`config.mk`:
```
export PLATFORM = sky130hd
export DESIGN_NAME = score_keeper
export DESIGN_NICKNAME = d
export VERILOG_FILES = /design/src/rtl/score_pkg.sv /design/src/rtl/seg7_scan.sv /design/src/rtl/score_keeper.sv
export SDC_FILE = /design/constraint.sdc
export NUM_CORES = 1
export LEC_CHECK = 0
export ABC_AREA = 1
export CORE_UTILIZATION = 25
export DETAILED_ROUTE_END_ITERATION = 12
export PLACE_DENSITY_LB_ADDON = 0.15
export SYNTH_ARGS = -nofsm -noshare
export SYNTH_HDL_FRONTEND = slang
export SYNTH_SLANG_ARGS = --single-unit
```
`constraint.sdc`:
```
create_clock -name CLK -period 4.5 [get_ports CLK]
set_input_delay 0.9 -clock CLK [delete_from_list [all_inputs] [get_ports CLK]]
set_output_delay 0.9 -clock CLK [all_outputs]
set_load 0.1 [all_outputs]
```
`src/rtl/score_pkg.sv`:
```
// Shared types and constants for the score keeper: FSM states, seven-segment
// codes (active-low {dp,g,f,e,d,c,b,a}) and the BCD digit increment helper.
package score_pkg;

    typedef enum logic [1:0] {
        IDLE,
        RUN,
        OVER
    } state_t;

    localparam logic [7:0] SEG_0     = 8'hC0;
    localparam logic [7:0] SEG_1     = 8'hF9;
    localparam logic [7:0] SEG_2     = 8'hA4;
    localparam logic [7:0] SEG_3     = 8'hB0;
    localparam logic [7:0] SEG_4     = 8'h99;
    localparam logic [7:0] SEG_5     = 8'h92;
    localparam logic [7:0] SEG_6     = 8'h82;
    localparam logic [7:0] SEG_7     = 8'hF8;
    localparam logic [7:0] SEG_8     = 8'h80;
    localparam logic [7:0] SEG_9     = 8'h90;
    localparam logic [7:0] SEG_BLANK = 8'hFF;

    // Returns {carry_out, next_digit}; 9 wraps to 0 with a carry.
    function automatic logic [4:0] bcd_digit_inc(input logic [3:0] digit);
        if (digit >= 4'd9) begin
            return 5'b1_0000;
        end
        return {1'b0, digit + 4'd1};
    endfunction

endpackage

```
`src/rtl/seg7_scan.sv`:
```
// Multiplexed 4-digit seven-segment driver: free-running scan counter picks a
// digit, which is decoded and registered together with its anode enable.
module seg7_scan
    import score_pkg::*;
#(
    parameter int SCAN_DIV_BITS = 17
) (
    input  logic        CLK,
    input  logic        RESET,
    input  logic [15:0] value,
    output logic [3:0]  seg_an,
    output logic [7:0]  seg_cat
);

    localparam logic [SCAN_DIV_BITS-1:0] SCAN_ONE = 1;

    logic [SCAN_DIV_BITS-1:0] scan_cnt;
    logic [1:0]               idx;
    logic [3:0]               digit;
    logic [7:0]               code;

    assign idx = scan_cnt[SCAN_DIV_BITS-1 -: 2];

    always_comb begin
        digit = value[3:0];
        case (idx)
            2'd0: digit = value[3:0];
            2'd1: digit = value[7:4];
            2'd2: digit = value[11:8];
            2'd3: digit = value[15:12];
            default: digit = value[3:0];
        endcase
    end

    // Non-BCD nibbles can only appear through misuse; show them blank.
    always_comb begin
        code = SEG_BLANK;
        case (digit)
            4'd0: code = SEG_0;
            4'd1: code = SEG_1;
            4'd2: code = SEG_2;
            4'd3: code = SEG_3;
            4'd4: code = SEG_4;
            4'd5: code = SEG_5;
            4'd6: code = SEG_6;
            4'd7: code = SEG_7;
            4'd8: code = SEG_8;
            4'd9: code = SEG_9;
            default: code = SEG_BLANK;
        endcase
    end

    always_ff @(posedge CLK) begin
        if (RESET) begin
            scan_cnt <= '0;
            seg_an   <= 4'b1111;
            seg_cat  <= SEG_BLANK;
        end else begin
            scan_cnt <= scan_cnt + SCAN_ONE;
            seg_an   <= ~(4'b0001 << idx);
            seg_cat  <= code;
        end
    end

endmodule

```
`src/rtl/score_keeper.sv`:
```
// Game scoring: counts frames while a game runs, accumulates a saturating BCD
// score, keeps the session high score and drives the seven-segment display.
module score_keeper
    import score_pkg::*;
#(
    parameter int FRAMES_PER_POINT = 6,
    parameter int SCAN_DIV_BITS    = 17
) (
    input  logic        CLK,
    input  logic        RESET,
    input  logic        fresh,
    input  logic        game_status,
    input  logic        show_high,
    output logic [15:0] score,
    output logic [15:0] high_score,
    output logic        new_record,
    output logic [3:0]  seg_an,
    output logic [7:0]  seg_cat
);

    localparam logic [7:0] LAST_FRAME = 8'(FRAMES_PER_POINT - 1);

    state_t      state;
    logic        fresh_q;
    logic        gs_q;
    logic [7:0]  frame_cnt;
    logic        tick;
    logic        rise;
    logic        fall;
    logic [15:0] score_inc;
    logic        carry;
    logic [4:0]  digit_inc;
    logic [15:0] display_val;

    assign tick = fresh_q & ~fresh;
    assign rise = game_status & ~gs_q;
    assign fall = ~game_status & gs_q;

    // Ripple the +1 through the four BCD digits, stopping once a digit absorbs it.
    always_comb begin
        score_inc = score;
        carry     = 1'b1;
        digit_inc = '0;
        for (int i = 0; i < 4; i++) begin
            if (carry) begin
                digit_inc          = bcd_digit_inc(score[4*i +: 4]);
                score_inc[4*i +: 4] = digit_inc[3:0];
                carry              = digit_inc[4];
            end
        end
    end

    // Transitions take priority over tick, so a coincident frame tick is dropped.
    always_ff @(posedge CLK) begin
        if (RESET) begin
            state      <= IDLE;
            fresh_q    <= 1'b1;
            gs_q       <= 1'b0;
            frame_cnt  <= '0;
            score      <= '0;
            high_score <= '0;
            new_record <= 1'b0;
        end else begin
            fresh_q <= fresh;
            gs_q    <= game_status;
            case (state)
                IDLE, OVER: begin
                    if (rise) begin
                        state      <= RUN;
                        score      <= '0;
                        frame_cnt  <= '0;
                        new_record <= 1'b0;
                    end
                end
                RUN: begin
                    if (fall) begin
                        state <= OVER;
                        if (score > high_score) begin
                            high_score <= score;
                            new_record <= 1'b1;
                        end
                    end else if (tick) begin
                        if (frame_cnt == LAST_FRAME) begin
                            frame_cnt <= '0;
                            if (score != 16'h9999) begin
                                score <= score_inc;
                            end
                        end else begin
                            frame_cnt <= frame_cnt + 8'd1;
                        end
                    end
                end
                default: state <= IDLE;
            endcase
        end
    end

    assign display_val = show_high ? high_score : score;

    seg7_scan #(
        .SCAN_DIV_BITS(SCAN_DIV_BITS)
    ) u_scan (
        .CLK    (CLK),
        .RESET  (RESET),
        .value  (display_val),
        .seg_an (seg_an),
        .seg_cat(seg_cat)
    );

endmodule
```
==> impl_metrics.py <==
metrics = {
    "logic_synthesis": {
        "synth_edf_count": 0,
        "syn_nets": 649,
        "yosysTopAreaCell": "dfxtp_1",
        "syn-cell-area_mm2": 0.004270,
        "ys.flop_type": "dfxtp_1",
        "yosysSeqAreaShare_pct": 34.22,
        "async_flop_share_pct": 0,
        "synth_warnings": 0,
        "ys_ff_latch": 73,
        "syn_avg_cell_area_um2": 7.024,
        "synth_area_leaders": "dfxtp_1 34%, nand2_1 11%, ha_1 11%, inv_1 8.8%, a21oi_1 5.4%",
        "synth_cells": 608,
        "synthDistinctLibCells": 40,
        "synth_top_area_share_pct": 34.22,
    },
    "sta": {
        "relSlewSlack_pct": 34.33,
        "maxSlewViolCount": 0,
        "worstMarginPinSlew_ns": 0.9819,
        "rsz0062_at_grt": "no",
        "setup_viol_count_final": 0,
        "holdWs_ns": 0.4544,
        "skew_ns": 0.007241,
        "post-route-period-util_pct": 68.27,
        "setup-tns-final_ns": 0,
        "period_minus_slack_ns": 3.072,
        "max_freq_ghz": 0.3255,
        "finalHoldViolations": 0,
    },
    "floorplan": {
        "coreArea_mm2": 0.01664,
        "die_y_um": 132.7,
        "ios": 50,
        "initial_core_util_pct": 25.66,
        "rows": 47,
        "die_area_mm2": 0.01761,
        "fp.dieW_um": 132.7,
    },
    "critical_path": {
        "reg2reg_depth": 9,
        "cp-startpoint": "show_high",
        "crit_type": "input pin to flip-flop",
        "cp.required_ns": 4.71,
        "critPathCaptureType": "flip-flop",
        "r2r_slack_ns": 2.21,
        "crit_end": "u_scan.seg_cat[0]$_SDFF_PP1_",
        "crit_fanout": 19,
        "critPathArrivalTime_ns": 3.28,
        "timing.rr.end": "high_score[14]$_SDFFE_PP0P_",
        "r2r-start": "score[0]$_SDFFE_PP0P_",
        "start_kind": "input pin",
    },
    "global_routing": {
        "grt_pass1_vias": 3687,
        "antenna_found_initial": 0,
        "grt_pass1_wl_mm": 18.78,
        "grt_usage_pct": 13.77,
        "grt_max_degree": 41,
        "grt-ovfl-total": 0,
    },
    "detailed_routing": {
        "dr.pass1.iters": 6,
        "wl_per_cell_um": 13.02,
        "route.final.wire_length_mm": 11.45,
        "dr_total_vias": 3841,
        "ant_nets": 0,
        "drc": 0,
        "routed_via_density": 4.370,
        "drt_iter0_drc": 154,
    },
    "layout": {
        "drive_gt1_share_pct": 6.980,
        "antenna_cells": 0,
        "syn_to_final_growth_pct": 24.08,
        "final_common_cell": "nand2_1",
        "final_cell_mix": "128 x nand2_1, 100 x inv_1, 73 x dfxtp_1",
        "nNetsFinal": 695,
    },
    "clock_network": {
        "cts_post_setup_buffers_inserted": 0,
        "clockRootBuffer": "clkbuf_16",
        "cts_max_level": 3,
        "cts_resized": 0,
        "clockBufferDepth": 2,
        "cts.clk_slew.worst_paths_ns": 0.06,
        "cts_hold_buffers": 0,
        "cts_buffers": 9,
        "clk_latency_ns": 0.34,
        "cts_tree": "yes",
        "cts.sinks": 73,
    },
    "pwr": {
        "p_leak_nw": 2.242,
        "ir_worst_vdd_mv": 0.1940,
        "p_per_area_mw_per_mm2": 362.9,
    },
    "place": {
        "hpwl_mm": 8.582,
        "port_buffers": 48,
        "place_congestion": 0.8171,
    },
    "hold_path": {
        "min_path_type": "flip-flop to flip-flop",
    },
    "run": {
        "cap_violations": 0,
    },
    "run_status": {
        "status": "completed",
    },
}
-- per-layer routing --
metal | vias up | wire, um | track usage, %
met3 | 18 | 383 | 2.950
met2 | 59 | 5423 | 23.33
li1 | 2046 | - | -
met1 | 1718 | 5384 | 16.76
met5 | - | 0 | 0
met4 | 0 | 255 | 6.003
-- worst max-delay path: stages --
cell,delay [ns]
clkdlybuf4s50_1,0.86
inv_2,0.22
o21ai_0,0.24
nand3_1,0.10
nor2_1,0.28
inv_1,0.12
ha_1,0.19
or2_1,0.23
nand3_1,0.07
nand3_1,0.07
-- Yosys cell counts (2+ instances only) --
master    count
a211oi_1      3
a21oi_1      46
buf_2         3
buf_4         2
buf_6         2
clkbuf_1      8
dfxtp_1      73
ha_1         36
inv_1       100
inv_2         7
nand2_1     128
nand2_2       4
nand2_4       4
nand3_1      30
nand3_2       2
nand4_1      28
nor2_1       56
nor2_4        2
nor3_1       15
nor3b_1       4
o211ai_1      6
o21a_1        3
o21ai_0      21
o21ai_1       3
or2_2         3
xnor2_1       3
xor2_1        3
-- sequential cells by signal, summed over array words and instances, names as in the netlist --
signal / count
score: 16
high_score: 16
u_scan.seg_an: 4
fresh_q: 1
state: 2
u_scan.scan_cnt: 17
frame_cnt: 8
u_scan.seg_cat: 7
new_record: 1
gs_q: 1
-- layout make-up --
cell class,count,area [um^2]
clock buffer,12,266.5
clock inverter,4,73.82
fill,1805,11340
inverter,108,405.4
multi-input combinational,412,2321
sequential,73,1461
tap,220,275.3
timing repair buffer,50,495.5
-- through the flow --
step / power (mW) / cells / setup slack (ns) / cell area, um^2 / util [%]
global placement: 1.127 / 863 / 1.210 / 4959 / 29.79
finish: 1.923 / 879 / 1.428 / 5299 / 31.84
floorplan: 1.027 / 608 / 2.039 / 4270 / -
CTS: 1.964 / 879 / 1.388 / 5299 / 31.84
global route: 2.021 / 879 / 1.248 / 5299 / 31.84
detailed placement: 1.130 / 863 / 1.110 / 4959 / 29.79
-- how the worst min path moves through the flow --
stage	startpoint	end	slack, ns	cells past startpoint
3_5_place_dp	u_scan.scan_cnt[0]$_SDFF_PP0_	u_scan.scan_cnt[0]$_SDFF_PP0_	0.45	1
3_3_place_gp	u_scan.scan_cnt[0]$_SDFF_PP0_	u_scan.scan_cnt[0]$_SDFF_PP0_	0.43	1
6_report	u_scan.scan_cnt[0]$_SDFF_PP0_	u_scan.scan_cnt[0]$_SDFF_PP0_	0.45	1
4_1_cts	u_scan.scan_cnt[0]$_SDFF_PP0_	u_scan.scan_cnt[0]$_SDFF_PP0_	0.46	1
2_1_floorplan	u_scan.scan_cnt[0]$_SDFF_PP0_	u_scan.scan_cnt[0]$_SDFF_PP0_	0.42	1
5_1_grt	u_scan.scan_cnt[0]$_SDFF_PP0_	u_scan.scan_cnt[0]$_SDFF_PP0_	0.47	1
-- power breakdown --
group          internal (mW)  switching [mW]  total (mW)
logic                 0.0984           0.318       0.417
clock network          0.531           0.282       0.813
registers              0.669          0.0245       0.693
total                   1.30           0.625        1.92
-- kinds of logic after synthesis --
group,count (synthesis),share of synthesized area (%)
AOI/OAI and AO/OA,87,11.40
DFF,73,34.22
adders and majority gates,36,10.55
xor gates and xnor gates,6,1.231
other,1,0.08781
buffers and inverters,123,11.43
and+or+nand+nor,282,31.09
Power figures use the tool's default switching activity.
